## src/rtl/simon_controller.sv

```systemverilog
// Simon game control FSM: sequences input, playback, repeat and done phases,
// issues datapath strobes and paces playback/replay with a tick timer.
module simon_controller #(
  parameter int PLAY_TICKS = 4,
  parameter int MAX_LEN    = 64
) (
  input  logic       clk,
  input  logic       rst_n,
  input  logic       next,
  input  logic       input_valid,
  input  logic       rw_eq,
  input  logic       input_eq_pat,
  output logic [1:0] st,
  output logic       mux_control,
  output logic       w_en,
  output logic       increase,
  output logic       adv,
  output logic       done,
  output logic       clear,
  output logic [3:0] mode_leds,
  output logic       win
);

  localparam int TW = (PLAY_TICKS > 1) ? $clog2(PLAY_TICKS) : 1;
  localparam int LW = $clog2(MAX_LEN + 1);
  localparam logic [TW-1:0] TICK_LAST = TW'(PLAY_TICKS - 1);
  localparam logic [LW-1:0] LEN_LAST  = LW'(MAX_LEN - 1);
  localparam logic [LW-1:0] LEN_MAX   = LW'(MAX_LEN);

  typedef enum logic [2:0] {
    S_INIT,
    S_INPUT,
    S_PLAYBACK,
    S_REPEAT,
    S_DONE
  } state_e;

  state_e          state_q, state_d;
  logic [TW-1:0]   timer_q, timer_d;
  logic [LW-1:0]   len_q, len_d;
  logic            next_q;
  logic            win_q, win_d;

  logic            nxt;
  logic            tick;
  logic            w_en_c, inc_c, adv_c, done_c;

  // One pulse per button press; a held button is seen only on its rising edge.
  assign nxt  = next & ~next_q;
  assign tick = (timer_q == TICK_LAST);

  // State, timer, length, button history and win flag registers.
  always_ff @(posedge clk) begin
    // NOTE: reset here is synchronous (sampled on the edge), and sequential
    // state always uses non-blocking assignment so all registers update together.
    if (!rst_n) begin
      state_q <= S_INIT;
      timer_q <= '0;
      len_q   <= '0;
      next_q  <= 1'b0;
      win_q   <= 1'b0;
    end else begin
      state_q <= state_d;
      timer_q <= timer_d;
      len_q   <= len_d;
      next_q  <= next;
      win_q   <= win_d;
    end
  end

  // Next-state, timer/length updates and phase-decoded outputs.
  always_comb begin
    // NOTE: every signal written here gets a default first so no latch is inferred.
    state_d     = state_q;
    timer_d     = '0;          // cleared whenever not pacing, so each entry starts at 0
    len_d       = len_q;
    win_d       = win_q;
    st          = 2'b00;
    mux_control = 1'b0;
    mode_leds   = 4'b0000;
    clear       = 1'b0;
    w_en_c      = 1'b0;
    inc_c       = 1'b0;
    adv_c       = 1'b0;
    done_c      = 1'b0;

    unique case (state_q)
      S_INIT: begin
        clear   = 1'b1;
        state_d = S_INPUT;
      end

      S_INPUT: begin
        mode_leds = 4'b0001;
        if (nxt && input_valid) begin
          w_en_c = 1'b1;
          inc_c  = 1'b1;
          if (len_q != LEN_MAX) len_d = len_q + LW'(1);
          if (len_q == LEN_LAST) begin
            state_d = S_DONE;
            win_d   = 1'b1;
          end else begin
            state_d = S_PLAYBACK;
          end
        end
      end

      S_PLAYBACK: begin
        st          = 2'b01;
        mux_control = 1'b1;
        mode_leds   = 4'b0010;
        timer_d     = tick ? '0 : timer_q + TW'(1);
        if (tick) begin
          if (rw_eq) begin
            done_c  = 1'b1;
            state_d = S_REPEAT;
          end else begin
            adv_c = 1'b1;
          end
        end
      end

      S_REPEAT: begin
        st        = 2'b10;
        mode_leds = 4'b0100;
        if (nxt) begin
          if (!input_eq_pat) begin
            done_c  = 1'b1;
            win_d   = 1'b0;
            state_d = S_DONE;
          end else if (rw_eq) begin
            done_c  = 1'b1;
            state_d = S_INPUT;
          end else begin
            adv_c = 1'b1;
          end
        end
      end

      S_DONE: begin
        st          = 2'b11;
        mux_control = 1'b1;
        mode_leds   = 4'b1000;
        timer_d     = tick ? '0 : timer_q + TW'(1);
        if (tick) begin
          if (rw_eq) done_c = 1'b1;
          else       adv_c  = 1'b1;
        end
      end

      default: state_d = S_INIT;
    endcase
  end

  // Reset held low suppresses every datapath strobe in that cycle.
  assign w_en     = w_en_c & rst_n;
  assign increase = inc_c  & rst_n;
  assign adv      = adv_c  & rst_n;
  assign done     = done_c & rst_n;
  assign win      = win_q;

endmodule

```

## config.mk

```make
export PLATFORM = sky130hd
export DESIGN_NAME = simon_controller
export DESIGN_NICKNAME = d
export VERILOG_FILES = /design/src/rtl/simon_controller.sv
export SDC_FILE = /design/constraint.sdc
export NUM_CORES = 1
export LEC_CHECK = 0
export BUFFER_PORTS_ARGS = -buffer_cell sky130_fd_sc_hd__clkbuf_2
export CORE_AREA = 4 4 45 47
export DETAILED_ROUTE_END_ITERATION = 10
export DIE_AREA = 0 0 49 51
export PLACE_DENSITY = 0.87
export SYNTH_ARGS = -nofsm -noshare
export SYNTH_HDL_FRONTEND = slang
export SYNTH_SLANG_ARGS = --single-unit
```

## constraint.sdc

```tcl
create_clock -name clk -period 4.2 [get_ports clk]
set_input_delay 0.42 -clock clk [delete_from_list [all_inputs] [get_ports clk]]
set_output_delay 0.42 -clock clk [all_outputs]
set_load 0.005 [all_outputs]
```

==> flow_summary.yaml, run 1 <==
run_status:
  status: "finished clean"
clocking:
  cts_buffers: 3
  cts_tree: "done"
  cts_root_buf: "clkbuf_4"
  clock_sinks: 14
  cts_buffer_depth: 2
  postCtsResizedCells: 0
  hold_buffers: 0
  clk_pin_slew_ns: 0.08
  post-cts-setup-buffer-count: 0
  clk_latency_ns: 0.28
  cts-htree-levels: 1
run:
  maxCapViolCount: 0
die:
  die_h_microns: 51
  ios: 19
  core_sq_um: 1650
  die-width_microns: 49
  start_util: 0.520
  dieArea_sq_um: 2500
  num_rows: 15
min_path:
  whs_path_depth: 2
  min_to: "next_q"
  hp-start: "next"
  min_path_type: "in2reg"
layout:
  area_delta_synth_final_pct: 14.8
  seq_area_sq_um: 280
  n_antenna_cell: 0
  drive_gt1_frac: 0.220
  layout_common_cells: "clkbuf_2, dfxtp_1, nand2_1, nor2_1, inv_1"
  multiInputGateArea_sq_um: 526
  stdcell_count: 140
  fillers: 163
  final_common_cell: "clkbuf_2"
  nets: 133
timing:
  slew_violations: 0
  setup_violations: 0
  finalCritPeriodShare: 0.521
  setup_tns_ns: 0
  slew_headroom: 0.741
  hold_violations: 0
  fmax_mhz: 457
  rsz0062_at_grt: "no"
  clock_skew_ns: 0.000605
  fin_crit_ns: 2.19
  tightest_slew_ns: 0.388
yosys:
  post-synth-top-area-cell: "dfxtp_1"
  synth_warnings: 0
  syn-instance-count: 105
  yosys-top-cells-area: "dfxtp_1, mux2i_1, ha_1"
  async_flop_share: 0
  ys_seq_area_frac: 0.326
  synth_edf_count: 0
  synth_flop_cell: "dfxtp_1"
  syn_nets: 114
  avgSynthCellArea_sq_um: 8.19
  synthesis.area_sq_um: 860
  synth_top_area_frac: 0.326
  synth-seq-cells: 14
  synth_cell_types: 43
placement:
  dp_cells: 136
  post-dp-hpwl_microns: 1430
  numPortBuffers: 18
  place.gp.congestion: 0.924
route:
  firstDrtPassIters: 4
  vias_per_cell: 5.64
  drc: 0
  drt_wl_total_microns: 1800
  vias: 790
  antenna_left: 0
  detail_route.wl_per_cell_microns: 12.9
  drt_iter0_markers: 10
setup_path:
  slowest_stage: "dfxtp_1"
  reg2reg_to: "len_q[3]"
  slowest_delay_ns: 0.42
  critical_path_class: "reg2out"
  worstPathRequired_ns: 3.78
  r2r_start: "state_q[0]"
  endpoint_kind: "primary output"
  ff2ff_path_depth: 4
  worst-endpoint-arrival_ns: 1.77
  cp_cell_sequence: "or2b_1 > a21oi_1 > a22oi_1 > nor3_1 > clkbuf_2"
  cp-start-kind: "flop"
  r2r_setup_slack_ns: 2.29
  path_max_fanout: 11
global_routing:
  grt_max_degree: 14
  grt_pass1_wl_microns: 3240
  grt.overflow.total: 0
  antenna_found_initial: 0
  grt_use_total: 0.163
  grt_pass1_vias: 750
power:
  p_per_area_nw_per_um2: 286
  p_leak_nw: 0.418
  irDropWorstVdd_v: 0.000174
  power_mw: 0.282
[Yosys cell counts (all sizes together), types with 3 or more instances]
library cell	count
nand2b	6
nor2	9
nor3	4
dfxtp	14
nand2	10
nand3b	3
a21oi	6
ha	3
inv	8
nand3	3
mux2i	4
o21ai	4
[through the flow]
step | hold slack [ns] | instance area (sq um) | utilization | setup WS (ns)
finish | 0.390 | 987 | 0.598 | 2.01
global route | 0.397 | 987 | 0.598 | 1.83
CTS | 0.387 | 987 | 0.598 | 1.99
detailed placement | 0.437 | 951 | 0.576 | 2.09
global placement | 0.418 | 951 | 0.576 | 2.15
floorplan | 0.408 | 860 | - | 2.47
[registers in the layout, indices dropped and copies added, names as in the netlist]
| signal | count |
|---|---|
| timer_q | 2 |
| next_q | 1 |
| len_q | 7 |
| state_q | 3 |
| win | 1 |
[final cells by class]
cell class / count / area share
Clock buffer: 4 / 0.0368
Timing Repair Buffer: 18 / 0.0913
Multi-Input combinational cell: 78 / 0.532
Sequential cell: 14 / 0.284
Tap cell: 17 / 0.0215
Inverter: 9 / 0.0342
[critical path, delay by kind of cell (launching register included)]
family	cells	cell delay (ns)
flip-flops	1	0.42
AO/OA/AOI/OAI	2	0.46
buffers and inverters	1	0.15
AND/OR/NAND/NOR	2	0.46
[metal layers]
| metal | vias up | track usage | wire length (microns) |
|---|---|---|---|
| li1 | 407 | - | - |
| met1 | 362 | 0.180 | 742 |
| met2 | 15 | 0.283 | 933 |
| met3 | 6 | 0.0437 | 80 |
| met4 | 0 | 0.0852 | 45 |
| met5 | - | 0 | 0 |
[report_power, final]
| group | leakage [nW] | internal [mW] | total [mW] | switching (mW) |
|---|---|---|---|---|
| Clock | 0.0210 | 0.0527 | 0.0965 | 0.0438 |
| Combinational | 0.283 | 0.0189 | 0.0429 | 0.0240 |
| Sequential | 0.114 | 0.136 | 0.143 | 0.00644 |
| Total | 0.418 | 0.208 | 0.282 | 0.0742 |
[logic make-up (layout without fill, tap and decap cells)]
| group | after synthesis | after routing | synth area share |
|---|---|---|---|
| AND/OR/NAND/NOR | 50 | 50 | 0.342 |
| AO/OA/AOI/OAI | 19 | 19 | 0.159 |
| flip-flops | 14 | 14 | 0.326 |
| buffers and inverters | 13 | 31 | 0.0626 |
| multiplexers | 4 | 4 | 0.0466 |
| adder cells (fa/ha/maj) | 3 | 3 | 0.0437 |
| XOR/XNOR | 2 | 2 | 0.0204 |
[worst max path at each step]
stage / start / to / slack (ns) / cells after the start
final: state_q[1] / adv / 2.01 / 5
after global routing: state_q[0] / done / 1.83 / 4
after CTS: state_q[1] / adv / 1.99 / 5
after detailed placement: rst_n / done / 2.09 / 5
after global placement: rst_n / done / 2.15 / 5
after floorplan: state_q[1] / adv / 2.47 / 5
Note: power is estimated with default switching activity, not from simulation.
==> run 2, diff against run 1 <==
- CORE_AREA: 4 4 45 47 -> 4 4 48 50
- DIE_AREA: 0 0 49 51 -> 0 0 52 54
- PLACE_DENSITY: 0.87 -> 0.81
- clock period: 4.2 -> 1.9 ns (I/O delays scaled with it)
==> run 2 against run 1 <==
Net effect:
- sequential power rose by 120%
- non-clock buffer count is 7 higher
- die area increased by 12%
- sequential share of layout area fell by 2.1 points
- core utilization fell by 3.3 points
- register-to-register slack worse by 2.1 ns
- combinational power rose to 2.9 times the previous value
- sequential cell count unchanged
- critical path depth decreased by 1
==> flow_summary.yaml, run 2 (synthesis results as in run 1) <==
run_status:
  status: "finished clean"
layout:
  seq_area_sq_um: 283
  largest_reg_flops: 7
  multiInputGateArea_sq_um: 541
  fillers: 164
  area_delta_synth_final_pct: 24.9
  top_regs: "len_q: 7 flops, state_q: 3 flops, timer_q: 2 flops"
  largest-register: "len_q"
  drive_gt1_frac: 0.292
  final_common_cell: "clkbuf_2"
  nets: 140
  layout_common_cells: "clkbuf_2, dfxtp_1, nand2_1, nor2_1, inv_1"
  n_antenna_cell: 0
clocking:
  clk_pin_slew_ns: 0.08
  cts-htree-levels: 1
  cts_buffer_depth: 2
  cts_buffers: 3
  cts_root_buf: "clkbuf_4"
  cts_tree: "done"
  clock_sinks: 14
  hold_buffers: 0
  clk_latency_ns: 0.28
die:
  num_rows: 16
  die-width_microns: 52
  die_h_microns: 54
  core_sq_um: 1900
  dieArea_sq_um: 2810
  start_util: 0.452
  ios: 19
route:
  drt_iter0_markers: 14
  drt_wl_total_microns: 1960
  firstDrtPassIters: 4
  vias: 835
  vias_per_cell: 5.32
  antenna_left: 0
  drc: 0
  detail_route.wl_per_cell_microns: 12.5
run:
  maxCapViolCount: 0
timing:
  hold_violations: 0
  fmax_mhz: 566
  finalCritPeriodShare: 0.929
  fin_crit_ns: 1.77
  tightest_slew_ns: 0.347
  rsz0062_at_grt: "no"
  setup_tns_ns: 0
  slew_violations: 0
  clock_skew_ns: 0.00234
  setup_violations: 0
  slew_headroom: 0.768
  finalWorstSetupSlack_ns: 0.134
power:
  seq_power_share: 0.476
  p_leak_nw: 0.457
  pwr-share-clk: 0.331
  power_mw: 0.653
  p_sw_frac: 0.268
  power_frac_comb: 0.193
  irDropWorstVdd_v: 0.000433
  power.internal_mw: 0.478
  p_per_area_nw_per_um2: 608
  power.switching_mw: 0.175
global_routing:
  grt_pass1_vias: 781
  grt_pass1_wl_microns: 3280
  grt.overflow.total: 0
  grt_use_total: 0.159
  antenna_found_initial: 0
  grt_max_degree: 14
placement:
  pre_cts_ws_ns: 0.190
  post-dp-hpwl_microns: 1450
  place.gp.congestion: 0.817
  numPortBuffers: 18
setup_path:
  critical_path_class: "reg2out"
  slowest_stage: "or4_1"
  cp_cell_sequence: "nand3b_1 > or4_1 > o21ai_1 > clkbuf_2"
  worst-endpoint-arrival_ns: 1.58
  crit_buf_inv: 1
  path_max_fanout: 11
  worstPathRequired_ns: 1.71
  cp-start-kind: "flop"
  crit_family: "simple AND/OR/NAND/NOR gates"
  slowest_delay_ns: 0.48
  endpoint_kind: "primary output"
min_path:
  min_path_type: "in2reg"
## run 2: cell count changes in the layout (fill, tap and decap cells not counted), sizes merged
| cell | previous run | this run |
|---|---|---|
| buf | 0 | 7 |
## run 2: stage by stage
| stage | utilization | area [sq um] | hold slack [ns] | instances |
|---|---|---|---|---|
| after detailed placement | 0.514 | 978 | 0.428 | 148 |
| after floorplan | - | 860 | 0.312 | 105 |
| after global routing | 0.564 | 1070 | 0.145 | 157 |
| after CTS | 0.536 | 1020 | 0.134 | 152 |
| after global placement | 0.514 | 978 | 0.418 | 148 |
| final | 0.564 | 1070 | 0.145 | 157 |
## run 2: routing by layer
layer | vias up | track usage | part of all wire
met5 | - | 0 | 0
met4 | 0 | 0.114 | 0.032
met3 | 7 | 0.0277 | 0.049
met2 | 21 | 0.259 | 0.48
met1 | 385 | 0.188 | 0.44
li1 | 422 | - | -
## run 2: power by group through the flow
stage | clock network [mW] | registers (mW) | logic, mW
floorplan | 0 | 0.312 | 0.0723
global placement | 0 | 0.316 | 0.103
detailed placement | 0 | 0.316 | 0.106
CTS | 0.227 | 0.310 | 0.107
global route | 0.240 | 0.312 | 0.140
finish | 0.216 | 0.311 | 0.126
## run 2: area by class of cell
class | instances | area share
clock buffer | 4 | 0.0338
inverter | 9 | 0.0315
timing repair buffer | 25 | 0.136
multi-input combinational | 78 | 0.503
tap | 27 | 0.0315
sequential | 14 | 0.263
## run 2: path summary, 6_finish.rpt
kind	start	endpoint	slack [ns]	cells after the start
worst min register to register	timer_q[0]	timer_q[0]	0.43	1
worst max register to register	state_q[1]	len_q[3]	0.24	4
worst max-delay path	state_q[1]	done	0.13	4
worst min-delay path	next	next_q	0.14	2
## run 2: what timing repair did
action                                  in CTS  in global routing
gates resized for setup                      2                  4
setup buffers                                0                  5
endpoints found under the setup margin       2                  2
pin swaps                                    0                  0
## run 2: worst reg2reg max path, stage by stage, from the launching register on
cell      delay [ns]
dfxtp_2         0.39
or3b_4          0.42
a211oi_4        0.36
and4_1          0.26
mux2i_1         0.17
